File: config.mk
export PLATFORM = sky130hd
export DESIGN_NAME = lc3_mem_sequencer_flat
export DESIGN_NICKNAME = d
export VERILOG_FILES = /design/src/rtl/lc3_mem_if.sv /design/src/rtl/lc3_mem_sequencer.sv /design/src/flat_wrapper.sv
export SDC_FILE = /design/constraint.sdc
export NUM_CORES = 1
export LEC_CHECK = 0
export CORE_ASPECT_RATIO = 0.8
export CORE_MARGIN = 4
export CORE_UTILIZATION = 30
export CTS_CLUSTER_SIZE = 25
export DETAILED_ROUTE_END_ITERATION = 8
export GPL_TIMING_DRIVEN = 0
export PLACE_DENSITY = 0.73
export SLEW_MARGIN = 20
export SYNTH_ARGS = -nofsm -noshare
export SYNTH_HDL_FRONTEND = slang
export SYNTH_SLANG_ARGS = --single-unit
File: constraint.sdc
create_clock -name Clk -period 2.22 [get_ports Clk]
set_input_delay 0.444 -clock Clk [delete_from_list [all_inputs] [get_ports Clk]]
set_output_delay 0.444 -clock Clk [all_outputs]
set_load 0.05 [all_outputs]
File: src/rtl/lc3_mem_if.sv
// Request/response and memory-bus signals between the LC-3 control FSM, the
// memory-access sequencer and the SRAM/IO bus.
interface lc3_mem_if #(
  parameter int DATA_W = 16,
  parameter int ADDR_W = 16
) ();
  logic              Req;
  logic              Req_Write;
  logic [ADDR_W-1:0] Req_Addr;
  logic [DATA_W-1:0] Req_Wdata;
  logic              Busy;
  logic              Ack;
  logic              Timeout_Err;
  logic [DATA_W-1:0] Rdata;
  logic              Mem_CE_n;
  logic              Mem_WE_n;
  logic [ADDR_W-1:0] Mem_Addr;
  logic [DATA_W-1:0] Mem_Wdata;
  logic [DATA_W-1:0] Mem_Rdata;
  logic              Mem_Ready;

  // Sequencer side
  modport slave (
    input  Req, Req_Write, Req_Addr, Req_Wdata, Mem_Rdata, Mem_Ready,
    output Busy, Ack, Timeout_Err, Rdata, Mem_CE_n, Mem_WE_n, Mem_Addr, Mem_Wdata
  );

  // Control FSM plus memory side
  modport master (
    output Req, Req_Write, Req_Addr, Req_Wdata, Mem_Rdata, Mem_Ready,
    input  Busy, Ack, Timeout_Err, Rdata, Mem_CE_n, Mem_WE_n, Mem_Addr, Mem_Wdata
  );
endinterface

File: src/rtl/lc3_mem_sequencer.sv
// One read or write per request, completed after a fixed wait or on Mem_Ready
// with a timeout; finishes with a 1-cycle Ack (plus Timeout_Err on timeout).
module lc3_mem_sequencer #(
  parameter int DATA_W      = 16,
  parameter int ADDR_W      = 16,
  parameter int WAIT_CYCLES = 2,
  parameter int USE_READY   = 0,
  parameter int TIMEOUT     = 15
) (
  input  logic     Clk,
  input  logic     Reset,
  lc3_mem_if.slave bus
);

  localparam logic [1:0] S_IDLE   = 2'd0;
  localparam logic [1:0] S_ACCESS = 2'd1;
  localparam logic [1:0] S_DONE   = 2'd2;
  localparam logic [1:0] S_ERR    = 2'd3;

  // Wide enough for TIMEOUT, and for WAIT_CYCLES in fixed mode where TIMEOUT is unused
  localparam int CNT_MAX = (TIMEOUT > WAIT_CYCLES) ? TIMEOUT : WAIT_CYCLES;
  localparam int CNT_W   = $clog2(CNT_MAX + 1);
  localparam logic [CNT_W-1:0] C_WAIT = CNT_W'(WAIT_CYCLES);
  localparam logic [CNT_W-1:0] C_TMO  = CNT_W'(TIMEOUT);

  generate
    if (WAIT_CYCLES < 1) begin : g_bad_wait
      $error("lc3_mem_sequencer: WAIT_CYCLES must be >= 1");
    end
    if (USE_READY != 0 && TIMEOUT <= WAIT_CYCLES) begin : g_bad_tmo
      $error("lc3_mem_sequencer: TIMEOUT must exceed WAIT_CYCLES in ready mode");
    end
  endgenerate

  logic [1:0]        r_state;
  logic [CNT_W-1:0]  r_cnt;
  logic              r_write;
  logic [ADDR_W-1:0] r_addr;
  logic [DATA_W-1:0] r_wdata;
  logic [DATA_W-1:0] r_rdata;

  logic              w_accept;
  logic              w_done;
  logic              w_tmo;
  logic [CNT_W-1:0]  w_cnt_nxt;

  assign w_accept  = bus.Req && (r_state != S_ACCESS);
  assign w_cnt_nxt = r_cnt + CNT_W'(1);

  // w_cnt_nxt is the number of ACCESS cycles completed at the coming edge
  always_comb begin
    w_done = 1'b0;
    w_tmo  = 1'b0;
    if (USE_READY != 0) begin
      w_done = (w_cnt_nxt >= C_WAIT) && bus.Mem_Ready;
      w_tmo  = !w_done && (w_cnt_nxt >= C_TMO);
    end else begin
      w_done = (w_cnt_nxt == C_WAIT);
    end
  end

  always_ff @(posedge Clk) begin
    if (Reset) begin
      r_state <= S_IDLE;
      r_cnt   <= '0;
      r_write <= 1'b0;
      r_addr  <= '0;
      r_wdata <= '0;
      r_rdata <= '0;
    end else begin
      case (r_state)
        S_ACCESS: begin
          r_cnt <= w_cnt_nxt;
          if (w_done) begin
            r_state <= S_DONE;
            if (!r_write) r_rdata <= bus.Mem_Rdata;
          end else if (w_tmo) begin
            r_state <= S_ERR;
          end
        end
        default: begin
          // IDLE, DONE and ERR all accept a new request without a bubble
          if (w_accept) begin
            r_state <= S_ACCESS;
            r_cnt   <= '0;
            r_write <= bus.Req_Write;
            r_addr  <= bus.Req_Addr;
            r_wdata <= bus.Req_Wdata;
          end else begin
            r_state <= S_IDLE;
          end
        end
      endcase
    end
  end

  assign bus.Busy        = (r_state == S_ACCESS);
  assign bus.Ack         = (r_state == S_DONE) || (r_state == S_ERR);
  assign bus.Timeout_Err = (r_state == S_ERR);
  assign bus.Rdata       = r_rdata;
  assign bus.Mem_CE_n    = (r_state != S_ACCESS);
  assign bus.Mem_WE_n    = !((r_state == S_ACCESS) && r_write);
  assign bus.Mem_Addr    = r_addr;
  assign bus.Mem_Wdata   = r_wdata;

endmodule

File: src/flat_wrapper.sv
// flat-port wrapper written by rule: the top's interface ports become plain ports
module lc3_mem_sequencer_flat 
#(
  parameter int DATA_W      = 16,
  parameter int ADDR_W      = 16,
  parameter int WAIT_CYCLES = 2,
  parameter int USE_READY   = 0,
  parameter int TIMEOUT     = 15
)
  (Clk, Reset, bus_Req, bus_Req_Write, bus_Req_Addr, bus_Req_Wdata, bus_Mem_Rdata, bus_Mem_Ready, bus_Busy, bus_Ack, bus_Timeout_Err, bus_Rdata, bus_Mem_CE_n, bus_Mem_WE_n, bus_Mem_Addr, bus_Mem_Wdata);
  lc3_mem_if #(.DATA_W(DATA_W), .ADDR_W(ADDR_W)) bus_i ();
  input  logic Clk;
  input  logic Reset;
  input wire logic [$bits(bus_i.Req)-1:0] bus_Req;
  input wire logic [$bits(bus_i.Req_Write)-1:0] bus_Req_Write;
  input wire logic [$bits(bus_i.Req_Addr)-1:0] bus_Req_Addr;
  input wire logic [$bits(bus_i.Req_Wdata)-1:0] bus_Req_Wdata;
  input wire logic [$bits(bus_i.Mem_Rdata)-1:0] bus_Mem_Rdata;
  input wire logic [$bits(bus_i.Mem_Ready)-1:0] bus_Mem_Ready;
  output wire logic [$bits(bus_i.Busy)-1:0] bus_Busy;
  output wire logic [$bits(bus_i.Ack)-1:0] bus_Ack;
  output wire logic [$bits(bus_i.Timeout_Err)-1:0] bus_Timeout_Err;
  output wire logic [$bits(bus_i.Rdata)-1:0] bus_Rdata;
  output wire logic [$bits(bus_i.Mem_CE_n)-1:0] bus_Mem_CE_n;
  output wire logic [$bits(bus_i.Mem_WE_n)-1:0] bus_Mem_WE_n;
  output wire logic [$bits(bus_i.Mem_Addr)-1:0] bus_Mem_Addr;
  output wire logic [$bits(bus_i.Mem_Wdata)-1:0] bus_Mem_Wdata;
  assign bus_i.Req = bus_Req;
  assign bus_i.Req_Write = bus_Req_Write;
  assign bus_i.Req_Addr = bus_Req_Addr;
  assign bus_i.Req_Wdata = bus_Req_Wdata;
  assign bus_i.Mem_Rdata = bus_Mem_Rdata;
  assign bus_i.Mem_Ready = bus_Mem_Ready;
  assign bus_Busy = bus_i.Busy;
  assign bus_Ack = bus_i.Ack;
  assign bus_Timeout_Err = bus_i.Timeout_Err;
  assign bus_Rdata = bus_i.Rdata;
  assign bus_Mem_CE_n = bus_i.Mem_CE_n;
  assign bus_Mem_WE_n = bus_i.Mem_WE_n;
  assign bus_Mem_Addr = bus_i.Mem_Addr;
  assign bus_Mem_Wdata = bus_i.Mem_Wdata;
  lc3_mem_sequencer #(.DATA_W(DATA_W), .ADDR_W(ADDR_W), .WAIT_CYCLES(WAIT_CYCLES), .USE_READY(USE_READY), .TIMEOUT(TIMEOUT)) u_core (.Clk(Clk), .Reset(Reset), .bus(bus_i));
endmodule
==> metrics.csv <==
stage,metric,value,unit
run_status,status,completed,
place,placed wire-length estimate,4.49,mm
setup_path,critical-path cell list,"nand2b_1, buf_2, inv_1, dlygate4sd2_1",
setup_path,Worst Path Max Fanout,9,
logic_synthesis,net count after synthesis,310,
sta,Worst Tran Pin Value,0.536,ns
logic_synthesis,number of synthesized flops with an enable pin,0,
setup_path,critical path data arrival time,1.67,ns
logic_synthesis,"Top FF cell, synth",dfxtp_1,
power_and_ir_drop,leak pwr,1.22,nW
finish,Reg area,1100,um^2
min_path,depth of the worst hold-timing path,2,
power_and_ir_drop,sw frac,0.306,
logic_synthesis,mux cell area share after synthesis,0.0734,
power_and_ir_drop,internal power,1.46,mW
clock_network,TritonCTS sink count,55,
floorplanning,core area,6990,um^2
place,I/O Buffers,103,
clock_network,number of CTS-inserted buffers,5,
finish,Nets,420,
logic_synthesis,area fraction in compound gates after synthesis,0.102,
logic_synthesis,XOR/XNOR Fraction of Synth Area,0,
route,via count,2062,
sta,final slew viol count,0,
sta,# setup viols final,0,
logic_synthesis,Post-Synth Adder-Cell Area,0.0115,
route,Metal-1 WL,2.64,mm
route,routed len/inst,12.9,um
global_route,total track usage,0.130,
power_and_ir_drop,Worst VDD drop,0.000276,V
finish,number of diodes,0,
setup_path,"delay-heaviest family, CP",buffers and inverters,
setup_path,"slowest stage delay, CP",0.56,ns
clock_network,# resized after CTS,3,
floorplanning,die footprint,8720,um^2
logic_synthesis,sequential area share after synthesis,0.504,
clock_network,TritonCTS clock tree,built,
clock_network,Post-CTS Setup Inserts,0,
setup_path,Crit path required time,1.78,ns
global_route,first-pass GRT wire length,9.06,mm
route,WL final,5.85,mm
logic_synthesis,Avg Inst Size Synth,8.56,um^2
logic_synthesis,largest family of logic cells by synthesized area,simple AND/OR/NAND/NOR gates,
route,DR WL met2,2.45,mm
finish,Area Growth Syn to Fin,55.9,%
logic_synthesis,largest cells by area after synthesis,"dfxtp_1, nand2_1, nand2b_1",
clock_network,Max clock buf depth,2,
power_and_ir_drop,sequential power share,0.504,
sta,Hold Fails Final Rpt,0,
logic_synthesis,"area leader, netlist",dfxtp_1,
setup_path,CP bufs+invs,3,
route,routed wl met3,719,um
place,placed cells,445,
route,DR pass1 iterations,4,
power_and_ir_drop,PD cells,617,nW/um^2
logic_synthesis,Cells after Synth,255,
setup_path,R2R Path End,u_core.bus.Rdata[7],
sta,Final Skew,0.00651,ns
power_and_ir_drop,clock network power share,0.261,
clock_network,H-tree depth,2,
run,Max Cap Violations,0,
global_route,vias in the first global route,1986,
floorplanning,Die X,103,um
logic_synthesis,top cell type's share of synthesized area,0.504,
logic_synthesis,Yosys Warn Count,0,
finish,fin cells,453,
logic_synthesis,number of distinct library cells after synthesis,23,
setup_path,RR Startpoint,u_core.r_cnt[0],
route,uppermost layer routed,met4,
power_and_ir_drop,Power Total,2.10,mW
power_and_ir_drop,Net Sw Power,0.642,mW
floorplanning,row count,27,
min_path,WHS Endpoint,u_core.bus.Mem_Wdata[7],
finish,Final Cell Area,3400,um^2
sta,Max Clk Rate,473,MHz
logic_synthesis,Post-Syn Area,2180,um^2
setup_path,Critical Path Sink Type,primary output,
setup_path,critical path's slowest cell,dlygate4sd2_1,
floorplanning,Initial Utilization,0.312,
sta,"Min Clock Period, post-route",2.11,ns
finish,share of layout cells above drive strength 1,0.0492,
setup_path,R2R depth,7,
logic_synthesis,Synth async-reset ratio,0,
sta,Relative slew margins,0.642,
clock_network,root buf cell,clkbuf_8,
sta,RSZ-0062 raised after global routing,false,
place,Setup WS pre-CTS,0.135,ns
clock_network,cts hold-fix bufs,0,
clock_network,"Clk pin slew, worst setup/hold paths",0.09,ns
setup_path,WS Path Type,reg2out,
sta,crit share post-route,0.952,
logic_synthesis,synthesized flop and latch total,55,
setup_path,Reg2Reg Setup Slack,0.35,ns
global_route,initial antenna violation count,0,
sta,final worst slack,0.106,ns
setup_path,Startpoint Class,register,
finish,Multi-input gate area,975,um^2
clock_network,Worst-Skew Late Latency,0.30,ns
place,placer congestion estimate,0.762,
route,post-route DRC violation count,0,
place,placed inst area,3320,um^2
min_path,hold path startpoint,u_core.bus.Mem_Wdata[7],
route,number of vias per cell,4.55,
power_and_ir_drop,Comb power frac,0.235,
finish,FILL cells,678,
route,DRT antenna net count,0,
sta,TNS Setup,0,ns
floorplanning,die height,84.3,um
floorplanning,top-level I/O count,106,
min_path,Worst Hold Class,reg2reg,
logic_synthesis,Synth Area in Simple Gates,0.260,
route,initial detailed-routing violation count,51,
global_route,GRT Residual Overflow,0,
global_route,largest net degree at the start of global routing,18,
## worst max path at each step
stage / start / endpoint / depth (start not counted)
2_1_floorplan: u_core.r_state[1] / bus_Mem_WE_n / 4
4_1_cts: u_core.r_state[1] / bus_Mem_WE_n / 5
3_5_place_dp: u_core.r_state[1] / bus_Mem_WE_n / 5
3_3_place_gp: u_core.r_state[1] / bus_Mem_WE_n / 5
6_report: u_core.r_state[1] / bus_Busy / 4
5_1_grt: u_core.r_state[1] / bus_Busy / 4
## state kept, by name (all words and copies together) (netlist names)
register / flops
u_core.bus.Mem_Addr: 16
u_core.r_cnt: 4
u_core.r_write: 1
u_core.bus.Rdata: 16
u_core.bus.Mem_Wdata: 16
u_core.r_state: 2
## per-layer routing
| layer | up-vias | GRT usage |
|---|---|---|
| met5 | - | 0 |
| met4 | 0 | 0.0341 |
| met3 | 5 | 0.0698 |
| met2 | 83 | 0.196 |
| met1 | 932 | 0.161 |
| li1 | 1042 | - |
## power by group through the flow
| stage | clock [mW] | sequential [mW] | combinational [mW] |
|---|---|---|---|
| floorplan | 0 | 1.22 | 0.142 |
| global placement | 0 | 1.08 | 0.497 |
| detailed placement | 0 | 1.08 | 0.499 |
| CTS | 0.574 | 1.06 | 0.499 |
| global route | 0.612 | 1.07 | 0.527 |
| finish | 0.548 | 1.06 | 0.493 |
## kinds of logic after synthesis
family / count (synthesis)
AO/OA/AOI/OAI: 41
adder cells (fa/ha/maj): 2
buffers and inverters: 21
flip-flops: 55
multiplexers: 16
AND/OR/NAND/NOR: 120
## worst reg2reg max path: cells and delay by family (launching register included)
kind / cells / cell delay (ns)
flops: 1 / 0.38
compound gates: 1 / 0.08
buf+inv: 2 / 0.35
simple gates: 2 / 0.52
mux: 1 / 0.20
fa+ha+maj: 1 / 0.28
## synth_stat cells, types with 2 or more instances
cell       n
o21ai_0    2
dfxtp_1   55
and2_1     2
nand2b_1  33
nor3_1     3
clkbuf_1  12
a21oi_1   36
nor2_1     7
mux2i_1   16
nand3b_1   2
ha_1       2
buf_2      4
nand2_1   69
inv_1      3
## layout make-up
class,count,share of cell area
multi-input combinational,179,0.286
buffer,18,0.0283
tap,87,0.0320
timing repair buffer,103,0.301
inverter,3,0.00331
sequential,55,0.323
clock buffer,5,0.0202
clock inverter,3,0.00588
## metrics by stage
step                 util  hold WS [ns]
finish              0.487         0.458
CTS                 0.487         0.461
global route        0.487         0.483
floorplan               -         0.461
global placement    0.475         0.441
detailed placement  0.475         0.446
## layout by cell type (no fill, tap or decap), drive strengths merged, types with 6 or more instances in the layout
cell type      synthesis  layout
nor2                   8       8
clkbuf                12      18
nand2b                33      33
mux2i                 16      16
buf                    6       6
a21oi                 36      36
clkdlybuf4s50          0     100
dfxtp                 55      55
nand2                 69      69
No activity file was read; power rests on OpenSTA's default activity.
